## src/rtl/axi2apb_req_sched.sv

```systemverilog
// Pops commands from the write/read command FIFOs and issues them one at a time
// to the APB master. The priority side is bounded by a starvation limit.
module axi2apb_req_sched #(
  parameter int DATA_WIDTH = 32,
  parameter int PRIO_WRITE = 1,
  parameter int MAX_BURST  = 4
) (
  input  logic                  clk_i,
  input  logic                  rst_ni,
  input  logic                  flush_i,
  input  logic                  wr_empty_i,
  input  logic [DATA_WIDTH-1:0] wr_data_i,
  output logic                  wr_pop_o,
  input  logic                  rd_empty_i,
  input  logic [DATA_WIDTH-1:0] rd_data_i,
  output logic                  rd_pop_o,
  output logic                  req_valid_o,
  input  logic                  req_ready_i,
  output logic [DATA_WIDTH-1:0] req_data_o,
  output logic                  req_write_o,
  output logic                  busy_o
);
  localparam int CW = $clog2(MAX_BURST + 1);

  typedef enum logic {S_IDLE = 1'b0, S_ISSUE = 1'b1} state_t;

  state_t          r_state, w_state_nxt;
  logic [CW-1:0]   r_burst_cnt;
  logic            w_p_ne, w_o_ne, w_load, w_go, w_burst_full;
  logic            w_sel_p, w_sel_o, w_sel_wr, w_sel_rd, w_sel_any;

  assign w_p_ne       = (PRIO_WRITE != 0) ? !wr_empty_i : !rd_empty_i;
  assign w_o_ne       = (PRIO_WRITE != 0) ? !rd_empty_i : !wr_empty_i;
  assign w_burst_full = (r_burst_cnt == CW'(MAX_BURST));
  assign w_load       = (r_state == S_IDLE) | ((r_state == S_ISSUE) & req_ready_i);
  // Pops are suppressed during reset and flush so no command is lost from a FIFO.
  assign w_go         = w_load & rst_ni & !flush_i;
  assign w_sel_o      = w_go & w_o_ne & (!w_p_ne | w_burst_full);
  assign w_sel_p      = w_go & w_p_ne & !w_sel_o;
  assign w_sel_wr     = (PRIO_WRITE != 0) ? w_sel_p : w_sel_o;
  assign w_sel_rd     = (PRIO_WRITE != 0) ? w_sel_o : w_sel_p;
  assign w_sel_any    = w_sel_p | w_sel_o;

  assign wr_pop_o = w_sel_wr;
  assign rd_pop_o = w_sel_rd;

  // state register
  always_ff @(posedge clk_i) begin
    if (!rst_ni) r_state <= S_IDLE;
    else         r_state <= w_state_nxt;
  end

  // next-state logic
  always_comb begin
    w_state_nxt = r_state;
    if (flush_i)     w_state_nxt = S_IDLE;
    else if (w_load) w_state_nxt = w_sel_any ? S_ISSUE : S_IDLE;
  end

  // output logic
  always_comb begin
    req_valid_o = (r_state == S_ISSUE);
    busy_o      = (r_state == S_ISSUE) | !wr_empty_i | !rd_empty_i;
  end

  always_ff @(posedge clk_i) begin
    if (!rst_ni) begin
      req_data_o  <= '0;
      req_write_o <= 1'b0;
      r_burst_cnt <= '0;
    end else begin
      if (w_sel_any) begin
        req_data_o  <= w_sel_wr ? wr_data_i : rd_data_i;
        req_write_o <= w_sel_wr;
      end
      if (flush_i || w_sel_o)
        r_burst_cnt <= '0;
      else if (w_sel_p)
        r_burst_cnt <= !w_o_ne ? '0 : (w_burst_full ? r_burst_cnt : r_burst_cnt + CW'(1));
    end
  end
endmodule

```

## config.mk

```make
export PLATFORM = sky130hd
export DESIGN_NAME = axi2apb_req_sched
export DESIGN_NICKNAME = d
export VERILOG_FILES = /design/src/rtl/axi2apb_req_sched.sv
export SDC_FILE = /design/constraint.sdc
export NUM_CORES = 1
export LEC_CHECK = 0
export CAP_MARGIN = 20
export CORE_ASPECT_RATIO = 1.75
export CORE_UTILIZATION = 33
export CTS_BUF_LIST = sky130_fd_sc_hd__clkbuf_16
export CTS_CLUSTER_DIAMETER = 100
export DETAILED_ROUTE_END_ITERATION = 7
export GPL_TIMING_DRIVEN = 0
export PLACE_DENSITY = 0.72
export SYNTH_ARGS = -nofsm -noshare
export SYNTH_HDL_FRONTEND = slang
export SYNTH_SLANG_ARGS = --single-unit
export TNS_END_PERCENT = 20
```

## constraint.sdc

```tcl
create_clock -name clk_i -period 1.7 [get_ports clk_i]
set_clock_uncertainty 0.15 [all_clocks]
set_input_delay 0.255 -clock clk_i [delete_from_list [all_inputs] [get_ports clk_i]]
set_output_delay 0.255 -clock clk_i [all_outputs]
set_load 0.03 [all_outputs]
```

==> flow_metrics.tcl <==
set metrics [dict create \
    ys_types 28 \
    nFillCells 461 \
    ir_worst_vdd_uv 515.1 \
    syn_area_per_cell_um2 8.221 \
    final_common_cell "clkdlybuf4s50_1" \
    max_cap_violations 0 \
    cts_tree "built" \
    p_total_w 0.002544 \
    setup_viol 3 \
    final_cell_mix "clkdlybuf4s50_1 (67), inv_1 (66), dfxtp_1 (34)" \
    drv_slew 0 \
    power_density_nw_per_um2 777.5 \
    area_growth_pct 87.72 \
    critical_path.cell_chain "inv_2 > ha_4 > and3b_2 > nor3_4 > buf_6 > buf_6" \
    die_area_um2 5588 \
    hold_path_class "input port to register" \
    ys_warn_count 0 \
    grt_overflow_total 0 \
    worstMarginPinSlew_ns 0.4797 \
    r2r-end "r_burst_cnt[0]" \
    synth_top_cell_by_area "dfxtp_1" \
    antenna_left 0 \
    p_leak_nw 1.861 \
    arrival_ns 1.43 \
    cpMostUsedCell "buf_6" \
    rrSetupSlack_ns -0.06 \
    synth_area_leaders "dfxtp_1 (42%), a222oi_1 (18%), inv_1 (14%), nand2_1 (7.1%), clkbuf_1 (2.2%)" \
    rsz0062_at_grt "true" \
    path_class "register to output port" \
    syn-num-nets 284 \
    final_util 0.6518 \
    min_period_ns 1.833 \
    ys_ff_latch 37 \
    grt_usage 0.1983 \
    violations "DRC, setup timing" \
    timing_hold_violations_final 0 \
    syn-cell-area_um2 1743 \
    antenna_found_initial 0 \
    portBuffers 104 \
    critPathCapture "wr_pop_o" \
    syn_inst 212 \
    max_freq_mhz 545.6 \
    dp_hpwl_um 3742 \
    cts_buffer_depth 2 \
    clkTransAtPathRegs_ns 0.05 \
    required_ns 1.29 \
    post-route-period-util 1.078 \
    cts-root-buf "clkbuf_16" \
    synth.top_cell.area_share 0.4250 \
    drive_gt1_frac 0.1395 \
    gp_congestion 0.7941 \
    wire_per_inst_um 14.03 \
    status "finished with violations" \
    die_w_um 56.94 \
    ys_seq_area_frac 0.4250 \
    startpoint "r_burst_cnt[0]" \
    hold_buffers 0 \
    r2r_cells 7 \
    clock_sinks 37 \
    initial_core_util 0.3472 \
    dr.pass1.iters 8 \
    fin_nets 409 \
    wl_um 5487 \
    grt_pass1_wl_um 8735 \
    die_h_um 98.14 \
    rows 34 \
    max_slew_margin 0.6802 \
    timing.setup.tns_ns -0.2496 \
    core_area_um2 5020 \
    cts_buffers 5 \
    grt_max_degree 11 \
    crit_fanout 3 \
    grt_pass1_vias 2011 \
    vias 2016 \
    clock_latency_ns 0.27 \
    setup_slack_ns -0.1329 \
    htreeDepth 2 \
    cp-end-kind "output port" \
    worst_setup_path_start_kind "register" \
    r2r-start "r_burst_cnt[0]" \
    vias_per_cell 5.156 \
    drtIter0Drc 191 \
    diodes 0 \
    critPathSlowestCell "dfxtp_2" \
    cpPeakStageDelay_ns 0.33 \
    io_pins 107 \
    drc 10 \
]
==> synthesized netlist by cell type <==
cell / instances
a222oi_1: 32
o2111a_1: 1
buf_2: 3
a211oi_1: 2
nand3b_1: 1
dfxtp_1: 37
nor3b_1: 1
nand2_1: 33
a211o_1: 1
nor3_4: 1
o21a_1: 1
or3b_4: 1
nand2b_1: 2
and3b_1: 1
clkbuf_1: 10
or2_1: 1
o31a_1: 1
a21oi_1: 3
o31ai_1: 2
a31o_1: 1
or4_1: 1
nor2b_1: 1
nor4_4: 1
nand4_1: 1
ha_1: 2
buf_4: 2
a31oi_1: 2
inv_1: 67
==> what timing repair did <==
item,in CTS,in global routing
pin swaps,28,8
resized for setup,47,32
endpoints found under the setup margin,42,63
buffers inserted,13,1
gates cloned,1,1
==> kinds of logic (layout without fill, tap and decap cells) <==
family | Yosys count | in the layout | share of synthesized area
AOI/OAI and AO/OA | 46 | 46 | 0.2426
adders and majority gates | 2 | 2 | 0.01436
and+or+nand+nor | 45 | 45 | 0.1350
DFF | 37 | 37 | 0.4250
buffers and inverters | 82 | 207 | 0.1831
==> stage by stage <==
step / instance area, um2 / cells / hold WS [ns] / setup WS, ns
CTS: 3183 / 390 / 0.1701 / -0.1820
global placement: 2867 / 370 / 0.3157 / -1.165
floorplan: 1758 / 212 / 0.2130 / 0.002455
global route: 3272 / 391 / 0.1511 / -0.1937
finish: 3272 / 391 / 0.1449 / -0.1329
detailed placement: 2867 / 370 / 0.3227 / -1.187
==> worst min-delay path by stage <==
stage	slack [ns]	startpoint	to	cells past startpoint
after global routing	0.15	wr_empty_i	req_valid_o	2
after floorplan	0.21	wr_empty_i	req_valid_o	1
final	0.14	wr_empty_i	req_valid_o	2
after CTS	0.17	rst_ni	req_data_o[1]	3
after global placement	0.32	req_data_o[4]	req_data_o[4]	2
after detailed placement	0.32	req_data_o[27]	req_data_o[27]	2
==> area by class of cell <==
class,instances,area (um2),share of cell area
Inverter,67,251.5,0.07686
Buffer,14,101.3,0.03098
Multi-Input combinational cell,93,723.2,0.2210
Clock buffer,5,125.1,0.03824
Clock inverter,2,7.507,0.002294
Tap cell,54,67.56,0.02065
Sequential cell,37,744.5,0.2275
Timing Repair Buffer,119,1251,0.3824
==> layer usage <==
layer	track usage	vias up	wire, um
li1	-	974	-
met4	0.1013	0	159
met1	0.2010	946	1978
met2	0.3747	83	3042
met3	0.03179	13	305
met5	0	-	0
==> critical path: cells and delay by family (launching register included) <==
family / cells / cell delay, ns
buffers and inverters: 3 / 0.29
adder cells (fa/ha/maj): 1 / 0.16
AND/OR/NAND/NOR: 2 / 0.38
flip-flops: 1 / 0.33
==> sequential cells by signal, summed over array words and instances, names as in the netlist <==
register and count:
r_burst_cnt 3, req_write_o 1, req_data_o 32, req_valid_o 1
==> power by group <==
| part | leakage (nW) | internal [W] | switching, W |
|---|---|---|---|
| clock network | 0.0685 | 0.000524 | 0.000321 |
| registers | 0.309 | 0.000952 | 0.0000372 |
| logic | 1.48 | 0.000363 | 0.000348 |
Power figures use the tool's default switching activity.
